--- src/rtl/fft_pkg.sv ---
// Shared constants for the FFT datapath.
// Defaults used by the output reorder stage and the input scramble stage.
package fft_pkg;
    localparam int FFT_SAMPLES = 4;
    localparam int FFT_WIDTH   = 2;
endpackage

--- src/rtl/bit_reverse_index.sv ---
// Combinational bit-order reversal of an index.
// Shared by the input scramble and output reorder stages.
module bit_reverse_index #(
    parameter int IDX_W = 2
) (
    input  logic [IDX_W-1:0] idx_in,
    output logic [IDX_W-1:0] idx_out
);
    always_comb begin
        idx_out = '0;
        for (int i = 0; i < IDX_W; i++) begin
            idx_out[i] = idx_in[IDX_W-1-i];
        end
    end
endmodule

--- src/rtl/fft_output_reorder.sv ---
// Ping-pong reorder buffer: writes each bit-reversed FFT frame at its natural bin
// address and streams full banks out in natural bin order.
module fft_output_reorder
    import fft_pkg::*;
#(
    parameter int SAMPLES = FFT_SAMPLES,
    parameter int WIDTH   = FFT_WIDTH,
    localparam int IDX_W  = $clog2(SAMPLES)
) (
    input  logic             clk,
    input  logic             rst_n,
    input  logic             in_valid,
    output logic             in_ready,
    input  logic [WIDTH-1:0] in_data,
    output logic             out_valid,
    input  logic             out_ready,
    output logic [WIDTH-1:0] out_data,
    output logic [IDX_W-1:0] out_index,
    output logic             out_last
);
    localparam logic [IDX_W-1:0] LAST_IDX = IDX_W'(SAMPLES - 1);

    logic             wb_q, wb_d;
    logic             rb_q, rb_d;
    logic [1:0]       full_q, full_d;
    logic [IDX_W-1:0] wc_q, wc_d;
    logic [IDX_W-1:0] rc_q, rc_d;
    logic             out_valid_q, out_valid_d;
    logic [WIDTH-1:0] out_data_q, out_data_d;
    logic [IDX_W-1:0] out_index_q, out_index_d;
    logic             out_last_q, out_last_d;
    logic [WIDTH-1:0] bank_q [2][SAMPLES];
    logic [WIDTH-1:0] bank_d [2][SAMPLES];

    logic [IDX_W-1:0] wr_addr;
    logic             wr_en;
    logic             load;

    bit_reverse_index #(.IDX_W(IDX_W)) u_wr_addr (
        .idx_in  (wc_q),
        .idx_out (wr_addr)
    );

    assign in_ready = rst_n & ~full_q[wb_q];
    assign wr_en    = in_valid & in_ready;
    assign load     = full_q[rb_q] & (~out_valid_q | out_ready);

    // The write bank is never full and the read bank always is, so the two
    // full-flag updates below can never target the same bank.
    always_comb begin
        wb_d        = wb_q;
        rb_d        = rb_q;
        full_d      = full_q;
        wc_d        = wc_q;
        rc_d        = rc_q;
        out_valid_d = out_valid_q;
        out_data_d  = out_data_q;
        out_index_d = out_index_q;
        out_last_d  = out_last_q;
        bank_d      = bank_q;

        if (wr_en) begin
            bank_d[wb_q][wr_addr] = in_data;
            wc_d = wc_q + IDX_W'(1);
            if (wc_q == LAST_IDX) begin
                full_d[wb_q] = 1'b1;
                wb_d         = ~wb_q;
            end
        end

        if (load) begin
            out_data_d  = bank_q[rb_q][rc_q];
            out_index_d = rc_q;
            out_last_d  = (rc_q == LAST_IDX);
            out_valid_d = 1'b1;
            rc_d        = rc_q + IDX_W'(1);
            if (rc_q == LAST_IDX) begin
                full_d[rb_q] = 1'b0;
                rb_d         = ~rb_q;
            end
        end else if (out_valid_q && out_ready) begin
            out_valid_d = 1'b0;
        end
    end

    always_ff @(posedge clk) begin
        if (!rst_n) begin
            wb_q        <= 1'b0;
            rb_q        <= 1'b0;
            full_q      <= 2'b00;
            wc_q        <= '0;
            rc_q        <= '0;
            out_valid_q <= 1'b0;
            out_data_q  <= '0;
            out_index_q <= '0;
            out_last_q  <= 1'b0;
        end else begin
            wb_q        <= wb_d;
            rb_q        <= rb_d;
            full_q      <= full_d;
            wc_q        <= wc_d;
            rc_q        <= rc_d;
            out_valid_q <= out_valid_d;
            out_data_q  <= out_data_d;
            out_index_q <= out_index_d;
            out_last_q  <= out_last_d;
        end
    end

    // Sample storage carries no reset; only the flags decide what is readable.
    always_ff @(posedge clk) begin
        bank_q <= bank_d;
    end

    assign out_valid = out_valid_q;
    assign out_data  = out_data_q;
    assign out_index = out_index_q;
    assign out_last  = out_last_q;
endmodule

--- config.mk ---
export PLATFORM = sky130hd
export DESIGN_NAME = fft_output_reorder
export DESIGN_NICKNAME = d
export VERILOG_FILES = /design/src/rtl/fft_pkg.sv /design/src/rtl/bit_reverse_index.sv /design/src/rtl/fft_output_reorder.sv
export SDC_FILE = /design/constraint.sdc
export NUM_CORES = 1
export LEC_CHECK = 0
export BUFFER_PORTS_ARGS = -buffer_cell sky130_fd_sc_hd__buf_2
export CAP_MARGIN = 10
export CELL_PAD_IN_SITES_DETAIL_PLACEMENT = 0
export CELL_PAD_IN_SITES_GLOBAL_PLACEMENT = 1
export CORE_MARGIN = 2
export CORE_UTILIZATION = 42
export CTS_CLUSTER_DIAMETER = 120
export DETAILED_ROUTE_END_ITERATION = 16
export MAX_ROUTING_LAYER = met4
export PLACE_DENSITY = 0.78
export SLEW_MARGIN = 10
export SYNTH_ARGS = -nofsm -noshare
export SYNTH_HDL_FRONTEND = slang
export SYNTH_SLANG_ARGS = --single-unit
--- constraint.sdc ---
create_clock -name clk -period 1.6 [get_ports clk]
set_clock_uncertainty 0.1 [all_clocks]
set_input_delay 0.48 -clock clk [delete_from_list [all_inputs] [get_ports clk]]
set_output_delay 0.48 -clock clk [all_outputs]
set_load 0.01 [all_outputs]
==> results.sh, run 1 <==
export IMPL_violations="negative setup slack"
export IMPL_async_flop_share_pct=0
export IMPL_synth_edff_count=16
export IMPL_period_share_pct=108
export IMPL_overflow=0
export IMPL_regArea_sq_um=771
export IMPL_synth_area_sq_mm=0.00134
export IMPL_h_tree_depth=2
export IMPL_outcome="finished, violations left"
export IMPL_hold_buffers=0
export IMPL_core_sq_mm=0.00305
export IMPL_clk_latency_ns=0.31
export IMPL_cp_data_arrival_time_ns=1.15
export IMPL_multi_input_area_sq_um=549
export IMPL_synth_distinct_cells=27
export IMPL_tightest_slew_ns=0.323
export IMPL_num_io_pins=13
export IMPL_ys_ff_latch=30
export IMPL_slew_limit_headroom_pct=78.4
export IMPL_portBuffers=12
export IMPL_drv_slew=0
export IMPL_synthesis_nets=117
export IMPL_p_leak_nw=0.614
export IMPL_area_delta_synth_final_pct=20.7
export IMPL_cts_buffers=5
export IMPL_drc=0
export IMPL_clock_sinks=30
export IMPL_avgViaCountPerCell=5.13
export IMPL_path_class="register to output port"
export IMPL_grt_pass1_wl_mm=4.13
export IMPL_routabilityCongestion=0.766
export IMPL_final_antenna_net_count=0
export IMPL_power_mw=1.34
export IMPL_drt_pass1_iter_count=4
export IMPL_peakVddDrop_v=0.000484
export IMPL_wl_mm=2.39
export IMPL_clk_pin_slew_ns=0.09
export IMPL_fmax_mhz=578
export IMPL_cp_required_ns=1.02
export IMPL_setup_violations_final=1
export IMPL_cp_max_fo=2
export IMPL_cts_tree="done"
export IMPL_postLayoutCoreUtil_pct=53.0
export IMPL_endpoint_kind="output port"
export IMPL_antenna_found_initial=0
export IMPL_crit_slowest_cell="dfxtp_2"
export IMPL_hpwl_mm=1.72
export IMPL_max_cap_violations=0
export IMPL_wire_per_inst_um=13.3
export IMPL_setup_ws_ns=-0.132
export IMPL_fin_nets=146
export IMPL_die_area_sq_mm=0.00366
export IMPL_root_buffer="clkbuf_4"
export IMPL_cp_cell_sequence="mux2_4 -> nor2_2 -> buf_2"
export IMPL_cp_slowest_stage_delay_ns=0.35
export IMPL_cts_buffer_depth=2
export IMPL_synth_flop_cell="edfxtp_1"
export IMPL_grt_pass1_vias=940
export IMPL_finalCriticalPeriod_ns=1.73
export IMPL_grt_max_degree=14
export IMPL_drt_initial_drc_count=49
export IMPL_die_h_um=60.5
export IMPL_crit_path_start_kind="register"
export IMPL_hold_viol=0
export IMPL_diodes=0
export IMPL_grt_setup_unrepaired="true"
export IMPL_die_w_um=60.5
export IMPL_num_vias=924
export IMPL_ys_seq_area_share_pct=56.8
export IMPL_ys_warnings_count=0
export IMPL_fillerInstances=285
export IMPL_postSynthAreaPerCell_sq_um=12.6
export IMPL_gr_usage_all_layers_pct=16.0
export IMPL_p_per_area_mw_per_mm2=831
export IMPL_drive_gt1_share_pct=31.6
export IMPL_hp_class="primary input to register"
export IMPL_rows=20
export IMPL_initial_core_util_pct=43.9
export IMPL_netlist_instances=106
[layout by cell type, fill, tap and decap left out, drive strengths merged]
cell type,count
o211a,1
buf,26
nor2b,1
nor3,1
a31oi,1
edfxtp,16
a211oi,2
ha,5
a21oi,12
or3,2
or4,1
nor2,3
dfxtp,14
and2,8
nand2,2
nand3,6
mux2i,4
nor3b,1
clkbuf,8
a311oi,1
mux4,4
mux2,2
nand2b,1
inv,5
o21ai,8
o31ai,1
[stage by stage]
stage | setup slack, ns | hold slack, ns | TNS (ns) | area (sq um) | std cells
global route | -0.200 | 0.340 | -0.200 | 1620 | 180
global placement | -0.0317 | 0.357 | -0.0317 | 1500 | 167
finish | -0.132 | 0.346 | -0.132 | 1620 | 180
detailed placement | -0.0848 | 0.366 | -0.131 | 1500 | 167
floorplan | 0.0481 | 0.384 | 0 | 1340 | 106
CTS | -0.159 | 0.327 | -0.159 | 1600 | 178
[final timing paths]
check / startpoint / end / slack [ns] / cells past startpoint
max: wb_q / in_ready / -0.13 / 3
min: in_data[0] / bank_q[2] / 0.35 / 1
max reg2reg: rb_q / out_data[1] / 0.09 / 3
min reg2reg: out_index[0] / out_index[0] / 0.38 / 2
[layer usage]
metal	global-route usage (%)	part of all wire, %	vias to the layer above
met5	-	0	-
met4	6.52	1.2	0
met1	19.0	46	438
met2	25.6	49	22
li1	-	-	460
met3	4.48	3.6	4
[power by group]
part           internal, mW  switching (mW)  total, mW
clock                 0.217           0.232      0.449
combinational        0.0330          0.0403     0.0733
sequential            0.816         0.00585      0.822
[cell families after synthesis]
logic type | count (synthesis) | share of synthesized area (%)
flip-flops | 30 | 56.8
multiplexers | 10 | 13.4
adder cells (fa/ha/maj) | 5 | 4.67
AND/OR/NAND/NOR | 26 | 11.0
AO/OA/AOI/OAI | 26 | 11.0
buffers and inverters | 9 | 3.08
[repair_timing]
| item | in CTS | in global routing |
|---|---|---|
| hold endpoints to repair | 0 | 0 |
| resized for setup | 7 | 3 |
| cloned | 0 | 0 |
| setup endpoints to repair | 4 | 3 |
| buffers inserted | 3 | 2 |
[critical path, delay by kind of cell (launching register included)]
kind,cells,cell delay (ns)
flops,1,0.35
mux,1,0.31
buf+inv,1,0.12
simple gates,1,0.07
[cells in the mapped netlist, drive strengths merged, types with 2 or more instances]
master	n	area share [%]
ha	5	4.7
dfxtp	14	21
and2	8	3.7
nand3	6	2.2
inv	5	1.4
mux4	4	7.8
nand2	2	0.56
a211oi	2	1.1
mux2i	4	3.9
clkbuf	3	0.84
or3	2	0.93
nor2	3	0.84
mux2	2	1.7
edfxtp	16	36
a21oi	12	4.5
o21ai	8	3.0
[state kept, by name, indices dropped and copies added, names as in the netlist]
signal	count
out_index	2
rb_q	1
out_valid	1
wb_q	1
out_data	2
wc_q	2
bank_q	16
rc_q	2
out_last	1
full_q	2
[cell type report]
class	instances	share of cell area, %
multi-input cells	67	34.0
well taps	44	3.40
flip-flops and latches	30	47.6
repair buffers	26	10.2
clock buffers	8	3.63
inverters	5	1.16
(Power assumes the default switching activity.)
==> run 2: changes to the inputs <==
--- a/config.mk
+++ b/config.mk
@@ -7,14 +7,14 @@
 export LEC_CHECK = 0
 export BUFFER_PORTS_ARGS = -buffer_cell sky130_fd_sc_hd__buf_2
 export CAP_MARGIN = 10
-export CELL_PAD_IN_SITES_DETAIL_PLACEMENT = 0
+export CELL_PAD_IN_SITES_DETAIL_PLACEMENT = 1
 export CELL_PAD_IN_SITES_GLOBAL_PLACEMENT = 1
 export CORE_MARGIN = 2
 export CORE_UTILIZATION = 42
 export CTS_CLUSTER_DIAMETER = 120
 export DETAILED_ROUTE_END_ITERATION = 16
 export MAX_ROUTING_LAYER = met4
-export PLACE_DENSITY = 0.78
+export PLACE_DENSITY = 0.79
 export SLEW_MARGIN = 10
 export SYNTH_ARGS = -nofsm -noshare
 export SYNTH_HDL_FRONTEND = slang
==> run 2 against run 1 <==
Effect of this change: the run still ends with negative setup slack left; critical path type unchanged; largest power group unchanged; design area up 0.46%; worst setup slack worse by 0.034 ns; via count up 3.7%; sequential power about the same; global-route usage up 3.6 points; combinational power up 6.5%; clock power down 6.2%.
==> results.sh, run 2 (same netlist as run 1, synthesis figures left out) <==
export IMPL_layout_common_cells="16 x edfxtp_1, 16 x buf_4, 12 x a21oi_1, 12 x buf_2, 10 x dfxtp_1"
export IMPL_grt_pass1_wl_mm=4.83
export IMPL_power_mw=1.32
export IMPL_hpwl_mm=2.13
export IMPL_intPower_mw=1.03
export IMPL_switching_power_mw=0.296
export IMPL_peakVddDrop_v=0.000335
export IMPL_rows=20
export IMPL_h_tree_depth=2
export IMPL_whs_ns=0.344
export IMPL_area_delta_synth_final_pct=21.3
export IMPL_worstHoldPathCells=1
export IMPL_hold_end="bank_q[14]"
export IMPL_die_w_um=60.5
export IMPL_gr_usage_all_layers_pct=19.6
export IMPL_slew_limit_headroom_pct=75.5
export IMPL_comb_power_share_pct=5.9
export IMPL_cp_max_fo=2
export IMPL_hold_start="in_data[0]"
export IMPL_clk_pin_slew_ns=0.09
export IMPL_fin_nets=148
export IMPL_grt_setup_unrepaired="true"
export IMPL_die_area_sq_mm=0.00366
export IMPL_portBuffers=12
export IMPL_final_cells=182
export IMPL_regArea_sq_um=771
export IMPL_crit_slowest_cell="dfxtp_2"
export IMPL_p_leak_nw=0.619
export IMPL_dp_slack_ns=-0.200
export IMPL_fin_area_sq_mm=0.00163
export IMPL_power_share_sequential_pct=62.2
export IMPL_finalSetupTns_ns=-0.165
export IMPL_num_vias=958
export IMPL_fmax_mhz=567
export IMPL_num_io_pins=13
export IMPL_endpoint_kind="output port"
export IMPL_wire_per_inst_um=16.3
export IMPL_clk_latency_ns=0.33
export IMPL_hold_buffers=0
export IMPL_top_register="bank_q"
export IMPL_drive_gt1_share_pct=32.6
export IMPL_overflow=0
export IMPL_hold_viol=0
export IMPL_core_sq_mm=0.00305
export IMPL_diodes=0
export IMPL_final_antenna_net_count=0
export IMPL_crit_path_start_kind="register"
export IMPL_worst_path_buf_inv=1
export IMPL_p_per_area_mw_per_mm2=813
export IMPL_regToRegEndpoint="out_data[1]"
export IMPL_path_class="register to output port"
export IMPL_avgViaCountPerCell=5.26
export IMPL_drc=0
export IMPL_setup_violations_final=1
export IMPL_root_buffer="clkbuf_4"
export IMPL_multi_input_area_sq_um=552
export IMPL_antenna_found_initial=0
export IMPL_swShare_pct=22.4
export IMPL_hp_class="primary input to register"
export IMPL_setup_ws_ns=-0.165
export IMPL_largest_register_ff_count=16
export IMPL_cp_slowest_stage_delay_ns=0.35
export IMPL_grt_pass1_vias=989
export IMPL_postLayoutCoreUtil_pct=53.2
export IMPL_outcome="finished, violations left"
export IMPL_finalCriticalPeriod_ns=1.77
export IMPL_cp_cell_sequence="mux2_4 -> nor2_2 -> buf_2"
export IMPL_max_cap_violations=0
export IMPL_clockPowerShare_pct=31.9
export IMPL_routabilityCongestion=0.781
export IMPL_cp_data_arrival_time_ns=1.19
export IMPL_cts_tree="done"
export IMPL_r2r_start="rb_q"
export IMPL_die_h_um=60.5
export IMPL_cpLargestDelayFamily="flip-flops"
export IMPL_cts_buffer_depth=2
export IMPL_drt_pass1_iter_count=4
export IMPL_wl_mm=2.97
export IMPL_violations="negative setup slack"
export IMPL_drt_initial_drc_count=17
export IMPL_cts_buffers=5
export IMPL_drv_slew=0
export IMPL_initial_core_util_pct=43.9
export IMPL_period_share_pct=110
export IMPL_reg2reg_depth=3
export IMPL_grt_max_degree=14
export IMPL_fillerInstances=348
export IMPL_ff2ff_setup_slack_ns=0.06
export IMPL_tightest_slew_ns=0.366
export IMPL_place_inst=167
export IMPL_cp_required_ns=1.02
export IMPL_clock_sinks=30
export IMPL_place_area_sq_mm=0.00150
run 2: cell types whose count changed in the layout (fill, tap and decap cells not counted):
cell,previous run,this run
clkbuf_8,1,0
and2_1,8,7
and2_4,0,1
buf_4,14,16
clkbuf_1,2,3
run 2: worst max-delay path by stage:
stage	startpoint	to	slack, ns	cells past startpoint
finish	wb_q	in_ready	-0.17	3
global route	wb_q	in_ready	-0.24	3
floorplan	rst_n	in_ready	0.05	3
CTS	wb_q	in_ready	-0.18	3
detailed placement	out_ready	full_q[1]	-0.20	4
global placement	out_ready	full_q[1]	-0.07	4
run 2: timing repair:
item                       CTS  global route
setup endpoints to repair    4             5
buffers inserted             4             3
gates resized for setup      8             3
run 2: power by group through the flow:
stage	Clock (mW)	Sequential [mW]	Combinational (mW)
after floorplan	0	0.843	0.0363
final	0.421	0.822	0.0781
after global placement	0	0.843	0.0677
after global routing	0.478	0.824	0.0889
after detailed placement	0	0.844	0.0735
after CTS	0.440	0.823	0.0767
run 2: final cells by class:
| class | count | area share, % |
|---|---|---|
| multi-input combinational | 67 | 33.9 |
| sequential | 30 | 47.4 |
| clock buffer | 8 | 3.00 |
| tap | 44 | 3.39 |
| timing repair buffer | 28 | 11.1 |
| inverter | 5 | 1.15 |
run 2: layer usage:
metal  vias up  wire length (um)  GRT usage, %
met5         -                 0             -
met4         0                45          7.45
met3         6                91          6.61
met2        17              1520          32.0
met1       475              1310          22.3
li1        460                 -             -
